==> config.mk <==
export PLATFORM = sky130hd
export DESIGN_NAME = serial_word_assembler_flat
export DESIGN_NICKNAME = d
export VERILOG_FILES = /design/src/rtl/serial_word_assembler_if.sv /design/src/rtl/serial_word_assembler.sv /design/src/flat_wrapper.sv
export SDC_FILE = /design/constraint.sdc
export NUM_CORES = 1
export LEC_CHECK = 0
export BUFFER_PORTS_ARGS = -buffer_cell sky130_fd_sc_hd__buf_2
export CORE_AREA = 2 2 39 41
export CTS_BUF_LIST = sky130_fd_sc_hd__clkbuf_8 sky130_fd_sc_hd__clkbuf_16
export DETAILED_ROUTE_END_ITERATION = 6
export DIE_AREA = 0 0 41 43
export PLACE_DENSITY = 0.59
export SETUP_SLACK_MARGIN = 0.4
export SLEW_MARGIN = 25
export SYNTH_ARGS = -nofsm -noshare
export SYNTH_HDL_FRONTEND = slang
export SYNTH_SLANG_ARGS = --single-unit
==> constraint.sdc <==
create_clock -name clk -period 1.2 [get_ports clk]
set_clock_uncertainty 0.05 [all_clocks]
set_input_delay 0.06 -clock clk [delete_from_list [all_inputs] [get_ports clk]]
set_output_delay 0.06 -clock clk [all_outputs]
set_load 0.01 [all_outputs]
==> src/rtl/serial_word_assembler_if.sv <==
// Bundles the serial-in / word-out signals of serial_word_assembler.
// The assembler is connected through the slave modport. The feeder or
// consumer is connected through the master modport.
// With PARITY_CHECK_EN defined, the interface also carries parity_err.
interface serial_word_assembler_if #(
    parameter int WIDTH = 3
);
    localparam int CW = $clog2(WIDTH + 1);

    logic             bit_in;
    logic             bit_valid;
    logic             frame_start;
    logic [WIDTH-1:0] word_out;
    logic             word_valid;
    logic             word_ready;
    logic [CW-1:0]    bit_count;
    logic             overrun;
`ifdef PARITY_CHECK_EN
    logic             parity_err;
`endif

    modport slave (
        input  bit_in, bit_valid, frame_start, word_ready,
        output word_out, word_valid, bit_count, overrun
`ifdef PARITY_CHECK_EN
        , output parity_err
`endif
    );

    modport master (
        output bit_in, bit_valid, frame_start, word_ready,
        input  word_out, word_valid, bit_count, overrun
`ifdef PARITY_CHECK_EN
        , input parity_err
`endif
    );
endinterface

==> src/rtl/serial_word_assembler.sv <==
// Collects one serial bit per qualified cycle into a WIDTH-bit word.
// Each completed word is presented through a one-entry valid/ready buffer.
// When a completed word finds the buffer full and not draining, that word is
// dropped and the sticky overrun flag is set.
// Optional feature (macro PARITY_CHECK_EN): each frame carries one trailing
// even-parity bit. A frame with bad parity is discarded and parity_err pulses.
module serial_word_assembler #(
    parameter int WIDTH     = 3,
    parameter bit MSB_FIRST = 1'b1
) (
    input  logic                 clk,
    input  logic                 reset,
    serial_word_assembler_if.slave bus
);
    localparam int CW = $clog2(WIDTH + 1);

    typedef enum logic {S_COLLECT, S_COMPLETE} state_t;

    state_t           r_state;
    logic [WIDTH-1:0] r_shreg;
    logic [WIDTH-1:0] r_word;
    logic [CW-1:0]    r_count;
    logic             r_valid;
    logic             r_overrun;
`ifdef PARITY_CHECK_EN
    logic             r_perr;
`endif

    // frame_start clears the partial word before this cycle's bit is shifted in.
    logic [WIDTH-1:0] w_base;
    logic [CW-1:0]    w_cnt_base;
    logic [WIDTH-1:0] w_shifted;

    assign w_base     = bus.frame_start ? '0 : r_shreg;
    assign w_cnt_base = bus.frame_start ? '0 : r_count;

    // Bit order: the first bit lands in the MSB or in the LSB.
    generate
        if (MSB_FIRST) begin : g_msb
            assign w_shifted = {w_base[WIDTH-2:0], bus.bit_in};
        end else begin : g_lsb
            assign w_shifted = {bus.bit_in, w_base[WIDTH-1:1]};
        end
    endgenerate

`ifdef PARITY_CHECK_EN
    logic w_is_par;
    logic w_par_ok;
    assign w_is_par = (w_cnt_base == CW'(WIDTH));
    assign w_par_ok = ~(^w_base ^ bus.bit_in);
`else
    logic w_last;
    assign w_last = (w_cnt_base == CW'(WIDTH - 1));
`endif

    // Collector FSM and output buffer.
    // COMPLETE lasts one cycle. During that cycle r_shreg still holds the
    // finished word, while a new bit may already be shifting in behind it.
    always_ff @(posedge clk) begin
        if (reset) begin
            r_state   <= S_COLLECT;
            r_shreg   <= '0;
            r_word    <= '0;
            r_count   <= '0;
            r_valid   <= 1'b0;
            r_overrun <= 1'b0;
`ifdef PARITY_CHECK_EN
            r_perr    <= 1'b0;
`endif
        end else begin
            r_state <= S_COLLECT;
`ifdef PARITY_CHECK_EN
            r_perr  <= 1'b0;
`endif
            // Buffer: load the finished word when the buffer is free or
            // draining on this edge; otherwise drop the word and flag it.
            if (r_state == S_COMPLETE) begin
                if (!r_valid || bus.word_ready) begin
                    r_word  <= r_shreg;
                    r_valid <= 1'b1;
                end else begin
                    r_overrun <= 1'b1;
                end
            end else if (r_valid && bus.word_ready) begin
                r_valid <= 1'b0;
            end

            if (bus.frame_start) begin
                r_shreg <= '0;
                r_count <= '0;
            end

            if (bus.bit_valid) begin
`ifdef PARITY_CHECK_EN
                // The parity bit is checked, never shifted in.
                if (w_is_par) begin
                    r_count <= '0;
                    if (w_par_ok) r_state <= S_COMPLETE;
                    else          r_perr  <= 1'b1;
                end else begin
                    r_shreg <= w_shifted;
                    r_count <= w_cnt_base + CW'(1);
                end
`else
                r_shreg <= w_shifted;
                if (w_last) begin
                    r_count <= '0;
                    r_state <= S_COMPLETE;
                end else begin
                    r_count <= w_cnt_base + CW'(1);
                end
`endif
            end
        end
    end

    assign bus.word_out   = r_word;
    assign bus.word_valid = r_valid;
    assign bus.bit_count  = r_count;
    assign bus.overrun    = r_overrun;
`ifdef PARITY_CHECK_EN
    assign bus.parity_err = r_perr;
`endif

endmodule

==> src/flat_wrapper.sv <==
// flat-port wrapper written by rule: the top's interface ports become plain ports
module serial_word_assembler_flat 
#(
    parameter int WIDTH     = 3,
    parameter bit MSB_FIRST = 1'b1
)
  (clk, reset, bus_bit_in, bus_bit_valid, bus_frame_start, bus_word_ready, bus_word_out, bus_word_valid, bus_bit_count, bus_overrun);
  serial_word_assembler_if #(.WIDTH(WIDTH)) bus_i ();
  input  logic clk;
  input  logic reset;
  input wire logic [$bits(bus_i.bit_in)-1:0] bus_bit_in;
  input wire logic [$bits(bus_i.bit_valid)-1:0] bus_bit_valid;
  input wire logic [$bits(bus_i.frame_start)-1:0] bus_frame_start;
  input wire logic [$bits(bus_i.word_ready)-1:0] bus_word_ready;
  output wire logic [$bits(bus_i.word_out)-1:0] bus_word_out;
  output wire logic [$bits(bus_i.word_valid)-1:0] bus_word_valid;
  output wire logic [$bits(bus_i.bit_count)-1:0] bus_bit_count;
  output wire logic [$bits(bus_i.overrun)-1:0] bus_overrun;
  assign bus_i.bit_in = bus_bit_in;
  assign bus_i.bit_valid = bus_bit_valid;
  assign bus_i.frame_start = bus_frame_start;
  assign bus_i.word_ready = bus_word_ready;
  assign bus_word_out = bus_i.word_out;
  assign bus_word_valid = bus_i.word_valid;
  assign bus_bit_count = bus_i.bit_count;
  assign bus_overrun = bus_i.overrun;
  serial_word_assembler #(.WIDTH(WIDTH), .MSB_FIRST(MSB_FIRST)) u_core (.clk(clk), .reset(reset), .bus(bus_i));
endmodule
==> flow_metrics.tcl, run 1 <==
set metrics [dict create \
    placed_cells 70 \
    path_clk_slew_ns 0.05 \
    tightest_slew_ns 0.226 \
    setup_viol 0 \
    final_area_um2 623 \
    setup_tns_ns 0 \
    synthAdderAreaFrac_pct 0 \
    criticalPathCategory "flop to flop" \
    synth_top_family_by_area "simple AND/OR/NAND/NOR gates" \
    reg2reg_to "u_core.bus.bit_count[0]" \
    post_drt_wl_per_cell_um 10.6 \
    wl_um 805 \
    netlist_area_um2 433 \
    synth.area.top_cells "dfxtp_1 51%, mux2i_1 12%, nand2b_1 8.7%" \
    grtUsageMet1_pct 16.6 \
    critPathSlowestCell "dfxtp_4" \
    cts_sinks 11 \
    fp.coreArea_um2 1380 \
    cap_violations 0 \
    hp-class "primary input to flop" \
    worstReg2RegStart "u_core.bus.bit_count[0]" \
    top_usage_layer "met1" \
    use_met3_pct 4.71 \
    powerDensity_nw_per_um2 1260 \
    synth_warnings 0 \
    fp.dieArea_um2 1760 \
    grt_pass1_wl_um 1370 \
    die_w_um 41 \
    grt_antenna_before_repair 0 \
    ant_nets 0 \
    start_util_pct 31.3 \
    syn_nets 50 \
    dr.pass1.iters 3 \
    p_comb_share_pct 6.5 \
    cts_buffers 3 \
    avgSynthCellArea_um2 9.84 \
    grt_overflow 0 \
    netlist.area_leader.share_pct 50.9 \
    synth_mux_area_share_pct 14.2 \
    mostFrequentLayoutCells "6 x nand2b_1, 6 x buf_2, 6 x buf_6, 6 x dfxtp_2" \
    synth_cells 44 \
    fmax_mhz 1050 \
    fin_ws_ns 0.246 \
    status "complete, no violations" \
    avgViaCountPerCell 4.46 \
    hold_violations 0 \
    cp.required_ns 1.31 \
    crit_start "u_core.bus.bit_count[0]" \
    sw_frac_of_total_pct 20.6 \
    drtIter0Drc 9 \
    power.share.clock_pct 45.5 \
    critical_path.cell_chain "or3b_1, a21oi_1" \
    reg2reg_slack_ns 0.25 \
    slew_viol_final 0 \
    critPathCaptureType "flop" \
    cp.arrival_ns 1.06 \
    reg2regPathDepth 2 \
    std_cell_rows 14 \
    startpoint_type "flop" \
    htreeDepth 1 \
    worstPathMaxFanout 4 \
    p_leak_uw 0.000244 \
    min_period_ns 0.954 \
    fillers 145 \
    drive_above_1_share_pct 46.7 \
    placed_area_um2 517 \
    globalplace.congestion 0.642 \
    antenna-diode-count 0 \
    critPathMaxStageDelay_ns 0.35 \
    synth-seq-cells 11 \
    area_growth_pct 43.9 \
    yosysUniqueCellTypes 16 \
    cts_buffer_depth 2 \
    root_buffer "clkbuf_8" \
    netSwitchingPower_uw 161 \
    insertion_delay_ns 0.23 \
    fin_nets 67 \
    synth_xor_area_share_pct 0 \
    grt_max_degree 15 \
    seqPwrFrac_pct 48.0 \
    top_level_ports 13 \
    seqCellArea_um2 231 \
    port_buffers 12 \
    synth-simple-area-share_pct 26.9 \
    grt_pass1_vias 307 \
    vias 339 \
    grt_util_all_layers_pct 11.7 \
    internal-power_uw 621 \
    multi_input_area_um2 214 \
    cts_tree "built" \
    drc 0 \
    die_h_um 43 \
    max-slew-margin-rel_pct 84.9 \
    post-route-period-util_pct 79.5 \
    met2_usage_pct 13.8 \
    fin_cells 76 \
    synth_seq_area_share_pct 50.9 \
    peakVddDrop_mv 0.486 \
    synth_compound_area_share_pct 4.62 \
    grt_setup_unrepaired "true" \
    post-place-ws_ns 0.272 \
    critPathCapture "u_core.bus.bit_count[0]" \
    synth_top_area_cell "dfxtp_1" \
]
## per-layer routing
layer	share of wire, %	wire length, µm
met5	0	0
met4	0	0
met3	4.5	36
met2	47	377
met1	49	392
## sequential cells by signal, summed over array words and instances, names as in the netlist
name	count
u_core.r_shreg	3
u_core.bus.word_valid	1
u_core.bus.bit_count	2
u_core.r_state	1
u_core.bus.overrun	1
u_core.bus.word_out	3
## cell families after synthesis
logic type | after synthesis
flip-flops | 11
AND/OR/NAND/NOR | 21
buffers and inverters | 2
AO/OA/AOI/OAI | 4
multiplexers | 6
## worst min-delay path by stage
stage | start | to | cells after the start
finish | bus_bit_in | u_core.r_shreg[0] | 3
global route | bus_bit_in | u_core.r_shreg[0] | 3
CTS | bus_bit_in | u_core.r_shreg[0] | 3
detailed placement | bus_bit_in | u_core.r_shreg[0] | 3
global placement | bus_bit_in | u_core.r_shreg[0] | 3
floorplan | bus_frame_start | u_core.bus.bit_count[1] | 1
## synth_stat cells
cell	instances
or3b_1	1
clkbuf_1	1
nor2_1	5
mux2i_1	5
dfxtp_1	11
mux2_2	1
a21oi_1	3
nor2b_1	1
nand2_1	2
nand2b_1	6
nor2b_2	1
nor4_1	1
nor3_1	3
o21ai_0	1
nor3b_1	1
buf_6	1
## repair_timing
item	CTS	global route
buffers inserted	2	0
gates resized for setup	6	5
setup endpoints to repair	11	15
pin swaps	0	1
hold endpoints to repair	1	0
## cell type report
cell class	count	share of cell area, %
tap	16	3.21
clock buffer	3	6.63
sequential	11	37.1
clock inverter	1	0.602
timing repair buffer	14	18.1
multi-input combinational	31	34.3
## power by group through the flow
stage          Combinational, µW  Sequential (µW)  Clock, µW
2_1_floorplan               26.2              384          0
3_3_place_gp                42.4              383          0
3_5_place_dp                42.7              383          0
4_1_cts                     51.2              375        380
5_1_grt                     57.1              376        402
6_report                    51.1              376        356
## worst max-delay path: cells and delay by family (launching register included)
kind | cells | cell delay [ns]
simple gates | 1 | 0.34
flops | 1 | 0.35
compound gates | 1 | 0.14
## per-stage QoR
stage / utilization, % / power (µW) / hold slack (ns)
detailed placement: 37.3 / 426 / 0.250
global route: 45.0 / 835 / 0.0199
CTS: 42.9 / 807 / -0.00169
global placement: 37.3 / 425 / 0.241
floorplan: - / 410 / 0.0792
finish: 45.0 / 783 / 0.00460
Power figures use the tool's default switching activity.
==> inputs of run 2 (changes only) <==
--- a/config.mk
+++ b/config.mk
@@ -10,7 +10,7 @@
 export CTS_BUF_LIST = sky130_fd_sc_hd__clkbuf_8 sky130_fd_sc_hd__clkbuf_16
 export DETAILED_ROUTE_END_ITERATION = 6
 export DIE_AREA = 0 0 41 43
-export PLACE_DENSITY = 0.59
+export PLACE_DENSITY = 0.61
 export SETUP_SLACK_MARGIN = 0.4
 export SLEW_MARGIN = 25
 export SYNTH_ARGS = -nofsm -noshare
==> constraint.sdc (replaced) <==
create_clock -name clk -period 0.8 [get_ports clk]
set_clock_uncertainty 0.05 [all_clocks]
set_input_delay 0.04 -clock clk [delete_from_list [all_inputs] [get_ports clk]]
set_output_delay 0.04 -clock clk [all_outputs]
set_load 0.01 [all_outputs]
==> run 2 against run 1 <==
Effect of this change: the flow now finishes with violations (hold timing, setup timing); flip-flop and latch count did not move; die area did not move; clock power rose by 54%.
==> flow_metrics.tcl, run 2 (same netlist as run 1, synthesis figures left out) <==
set metrics [dict create \
    port_buffers 12 \
    die_w_um 41 \
    max-slew-margin-rel_pct 84.9 \
    met3_length_um 48 \
    peakVddDrop_mv 1.02 \
    cts_buffer_depth 2 \
    sw_frac_of_total_pct 21.1 \
    p_leak_uw 0.000281 \
    seqPwrFrac_pct 46.9 \
    start_util_pct 31.3 \
    top_level_ports 13 \
    routed.top_layer "met4" \
    fp.dieArea_um2 1760 \
    cp.required_ns 0.92 \
    antenna-diode-count 0 \
    post_drt_wl_per_cell_um 10.3 \
    worstReg2RegStart "u_core.bus.bit_count[0]" \
    fmax_mhz 1040 \
    critPathCaptureType "flop" \
    fin_nets 73 \
    setup_viol 10 \
    path_clk_slew_ns 0.05 \
    cap_violations 0 \
    cts_tree "built" \
    wl_um 846 \
    cp_num_buf_inv 0 \
    worstPathMaxFanout 5 \
    final_area_um2 703 \
    placed_area_um2 552 \
    final_common_cell "buf_6" \
    drc 0 \
    cp.arrival_ns 1.08 \
    multi_input_area_um2 228 \
    post-route-period-util_pct 121 \
    dr.pass1.iters 2 \
    placed_cells 74 \
    drive_above_1_share_pct 62.1 \
    netSwitchingPower_uw 254 \
    ant_nets 0 \
    fillers 139 \
    cts_buffers 3 \
    m1WireLength_um 399 \
    area_growth_pct 62.4 \
    critPathSlowestCell "or3b_4" \
    htreeDepth 1 \
    fin_cells 82 \
    root_buffer "clkbuf_8" \
    grt_pass1_wl_um 1320 \
    seqCellArea_um2 234 \
    cts_sinks 11 \
    grt_util_all_layers_pct 12.1 \
    dp_hpwl_um 573 \
    avgViaCountPerCell 4.50 \
    hold_start "bus_frame_start" \
    hp-class "primary input to flop" \
    criticalPathCategory "flop to flop" \
    vias 369 \
    drtIter0Drc 5 \
    violations "hold timing, setup timing" \
    mostFrequentLayoutCells "10 x buf_6, 8 x dfxtp_2, 6 x nand2b_1" \
    grt_pass1_vias 312 \
    powerDensity_nw_per_um2 1710 \
    tightest_slew_ns 0.225 \
    post-place-ws_ns -0.123 \
    critical_path.cell_chain "or3b_4, a21oi_2" \
    grt_setup_unrepaired "true" \
    startpoint_type "flop" \
    die_h_um 43 \
    crit_start "u_core.bus.bit_count[0]" \
    fin_ws_ns -0.166 \
    timing.hold.ws_ns -0.0274 \
    globalplace.congestion 0.670 \
    status "finished, violations left" \
    slew_viol_final 0 \
    fp.coreArea_um2 1380 \
    power.share.clock_pct 45.6 \
    grt_max_degree 15 \
    min_period_ns 0.966 \
    hold_violations 3 \
    internal-power_uw 949 \
    insertion_delay_ns 0.24 \
    grt_overflow 0 \
    critPathMaxStageDelay_ns 0.37 \
    cp_top_family "simple AND/OR/NAND/NOR gates" \
    std_cell_rows 14 \
    wl_met2_um 386 \
    p_comb_share_pct 7.6 \
    grt_antenna_before_repair 0 \
]
run 2: layout make-up:
type / count / area share [%]
clock buffers: 3 / 5.87
clock inverters: 1 / 0.712
multi-input cells: 31 / 32.4
flip-flops and latches: 11 / 33.3
well taps: 16 / 2.85
repair buffers: 20 / 24.9
run 2: path summary, 6_finish.rpt:
| path | endpoint | slack [ns] | depth (start not counted) |
|---|---|---|---|
| setup reg to reg | u_core.bus.bit_count[0] | -0.17 | 2 |
| hold reg to reg | u_core.r_state | 0.40 | 1 |
| setup / recovery | u_core.bus.bit_count[0] | -0.17 | 2 |
| hold / removal | u_core.bus.bit_count[1] | -0.03 | 2 |
run 2: per-layer routing:
layer	track usage, %	vias up
li1	-	192
met5	0	-
met4	12.0	0
met2	13.8	10
met3	4.71	2
met1	15.9	165
run 2: metrics by stage:
stage               power, µW  setup TNS (ns)  utilization [%]
detailed placement        648          -0.514             39.9
global placement          647          -0.458             39.9
floorplan                 615          -0.477                -
CTS                      1220          -0.903             48.9
finish                   1200          -0.939             50.8
global route             1270           -1.60             50.8
run 2: timing repair:
action                                  4_1_cts  5_1_grt
setup buffers                                 3        1
gates resized for setup                      12        5
pin swaps                                     1        1
cloned                                        0        0
endpoints found under the setup margin       18       18
endpoints found under the hold margin         3        2
run 2: power groups by stage:
stage          logic, µW  registers [µW]  clock network (µW)
5_1_grt             99.6             565                 607
2_1_floorplan       39.3             575                   0
3_5_place_dp        73.9             574                   0
3_3_place_gp        73.5             573                   0
6_report            91.1             564                 548
4_1_cts             78.1             563                 577
==> inputs of run 3 (changes only) <==
--- a/config.mk
+++ b/config.mk
@@ -5,12 +5,13 @@
 export SDC_FILE = /design/constraint.sdc
 export NUM_CORES = 1
 export LEC_CHECK = 0
+export ABC_AREA = 1
 export BUFFER_PORTS_ARGS = -buffer_cell sky130_fd_sc_hd__buf_2
 export CORE_AREA = 2 2 39 41
 export CTS_BUF_LIST = sky130_fd_sc_hd__clkbuf_8 sky130_fd_sc_hd__clkbuf_16
 export DETAILED_ROUTE_END_ITERATION = 6
 export DIE_AREA = 0 0 41 43
-export PLACE_DENSITY = 0.61
+export PLACE_DENSITY = 0.62
 export SETUP_SLACK_MARGIN = 0.4
 export SLEW_MARGIN = 25
 export SYNTH_ARGS = -nofsm -noshare
==> run 3 against run 2 <==
Effect of this change: the flow still finishes with violations (hold timing, setup timing); utilization down 0.72 points; combinational power rose by 7.8%; non-clock buffer count decreased by 6; power shrank 0.23%; register-to-register slack gained 0.17 ns; critical path type is now flop to output pin; critical endpoint is now bus_word_valid; highest routed layer is now met3.
==> flow_metrics.tcl, run 3 <==
set metrics [dict create \
    mostFrequentLayoutCells "9 x dfxtp_2, 7 x nand2_1, 6 x inv_1, 6 x buf_2, 6 x buf_6" \
    setup_tns_ns -0.0163 \
    globalplace.congestion 0.664 \
    cp_top_family "flip-flops" \
    fp.coreArea_um2 1380 \
    cts_buffer_depth 2 \
    path_clk_slew_ns 0.05 \
    netSwitchingPower_uw 271 \
    syn_nets 64 \
    hp-class "primary input to flop" \
    avgViaCountPerCell 4.48 \
    critPathSlowestCell "dfxtp_4" \
    p_leak_uw 0.000285 \
    yosysUniqueCellTypes 14 \
    vias 403 \
    synth_top_area_cell "dfxtp_1" \
    peakVddDrop_mv 1.53 \
    cts_tree "built" \
    post-route-period-util_pct 102 \
    root_buffer "clkbuf_8" \
    fin_nets 81 \
    grt_pass1_vias 359 \
    critPathMaxStageDelay_ns 0.38 \
    synth-seq-cells 11 \
    finalPower_uw 1200 \
    ant_nets 0 \
    cp.arrival_ns 0.73 \
    grt_pass1_wl_um 1410 \
    synth_seq_area_share_pct 48.5 \
    worstPathMaxFanout 3 \
    internal-power_uw 929 \
    dp_hpwl_um 628 \
    avgSynthCellArea_um2 7.83 \
    slew_viol_final 0 \
    critical_path.cell_chain "buf_6" \
    violations "hold timing, setup timing" \
    grt_setup_unrepaired "true" \
    synth_cells 58 \
    ys.flop_type "dfxtp_1" \
    start_util_pct 32.8 \
    htreeDepth 1 \
    final_common_cell "dfxtp_2" \
    fp.dieArea_um2 1760 \
    tightest_slew_ns 0.236 \
    die_w_um 41 \
    fin_ws_ns -0.0163 \
    dr.pass1.iters 4 \
    wl_um 862 \
    sw_frac_of_total_pct 22.5 \
    synth-edff-count 0 \
    grt_util_all_layers_pct 11.7 \
    post_drt_wl_per_cell_um 9.58 \
    power.share.clock_pct 44.6 \
    max-slew-margin-rel_pct 84.3 \
    grt_antenna_before_repair 0 \
    synth_warnings 0 \
    cts_sinks 11 \
    netlist_area_um2 454 \
    seqPwrFrac_pct 47.2 \
    synth_most_common_cell "dfxtp_1" \
    hold_violations 3 \
    critPathCaptureType "output pin" \
    reg2reg_slack_ns 0 \
    netlist.area_leader.share_pct 48.5 \
    setup_viol 1 \
    std_cell_rows 14 \
    status "finished, violations left" \
    cp_num_buf_inv 1 \
    top_level_ports 13 \
    die_h_um 43 \
    antenna-diode-count 0 \
    area_growth_pct 52.6 \
    port_buffers 12 \
    fmax_mhz 1230 \
    insertion_delay_ns 0.23 \
    p_comb_share_pct 8.2 \
    criticalPathCategory "flop to output pin" \
    post-route-util_pct 50.1 \
    powerDensity_nw_per_um2 1730 \
    drtIter0Drc 4 \
    cp.required_ns 0.71 \
    synth.area.top_cells "dfxtp_1 48%, nand3_1 7.7%, a21oi_1 6.6%" \
    cts_buffers 3 \
    min_period_ns 0.816 \
    fillers 145 \
    grt_overflow 0 \
    grt_max_degree 11 \
    timing.hold.ws_ns -0.0214 \
    ys_top_cells_by_count "11 x dfxtp_1, 7 x inv_1, 7 x nand2_1, 7 x nand3_1, 6 x a21oi_1" \
    drive_above_1_share_pct 67.6 \
    startpoint_type "flop" \
    async_flop_share_pct 0 \
    cap_violations 0 \
    drc 0 \
]
[run 3: changes by cell type in the layout (fill, tap and decap cells not counted), moves of 3 or more]
cell / delta
a21oi_2: +3
buf_4: -3
buf_6: -4
inv_1: +6
inv_2: +5
mux2i_1: -5
nand2_1: +5
nand2b_1: -6
nand3_1: +3
nand3_2: +4
nor3_1: -3
[run 3: metrics by stage]
| stage | setup slack, ns | hold WS (ns) | instance area [µm²] | cells |
|---|---|---|---|---|
| after detailed placement | -0.00694 | 0.223 | 558 | 84 |
| after global routing | -0.0597 | -0.0162 | 693 | 90 |
| after floorplan | -0.00597 | 0.0494 | 497 | 58 |
| final | -0.0163 | -0.0214 | 693 | 90 |
| after global placement | 0.0134 | 0.217 | 558 | 84 |
| after CTS | -0.00422 | -0.0231 | 674 | 90 |
[run 3: area by class of cell]
cell class / count / area [µm²] / share of cell area [%]
flip-flops and latches: 11 / 239 / 34.5
multi-input cells: 35 / 239 / 34.5
repair buffers: 14 / 113 / 16.2
clock buffers: 3 / 41.3 / 5.96
inverters: 10 / 37.5 / 5.42
well taps: 16 / 20.0 / 2.89
clock inverters: 1 / 3.75 / 0.542
[run 3: repair_timing]
action / in CTS / in global routing
gates resized for setup: 13 / 4
pin swaps: 4 / 3
setup buffers: 2 / 0
setup endpoints to repair: 18 / 18
cloned: 0 / 0
endpoints found under the hold margin: 3 / 2
[run 3: path summary, 6_finish.rpt]
path                                               from                      end  cells past startpoint
worst max-delay path              u_core.bus.word_valid           bus_word_valid                      1
worst min-delay path                              reset       u_core.bus.overrun                      2
worst max register to register  u_core.bus.bit_count[0]  u_core.bus.bit_count[0]                      5
worst min register to register        u_core.r_shreg[0]        u_core.r_shreg[0]                      2
[run 3: logic make-up after synthesis]
kind of cell | Yosys count | synth area share, %
AO/OA/AOI/OAI | 10 | 12.7
AND/OR/NAND/NOR | 25 | 27.3
flip-flops | 11 | 48.5
buffers and inverters | 12 | 11.6
[run 3: routing by layer]
layer	wire (µm)	share of wire, %	track usage, %
met5	0	0	0
met4	0	0	2.00
met3	55	6.4	7.85
met2	417	48	16.9
met1	389	45	14.2
[run 3: power groups by stage]
stage	logic, µW	registers (µW)	clock network [µW]
after floorplan	57.5	579	0
after global placement	87.2	576	0
after detailed placement	89.0	577	0
after CTS	96.4	565	554
after global routing	109	567	585
final	98.2	566	535
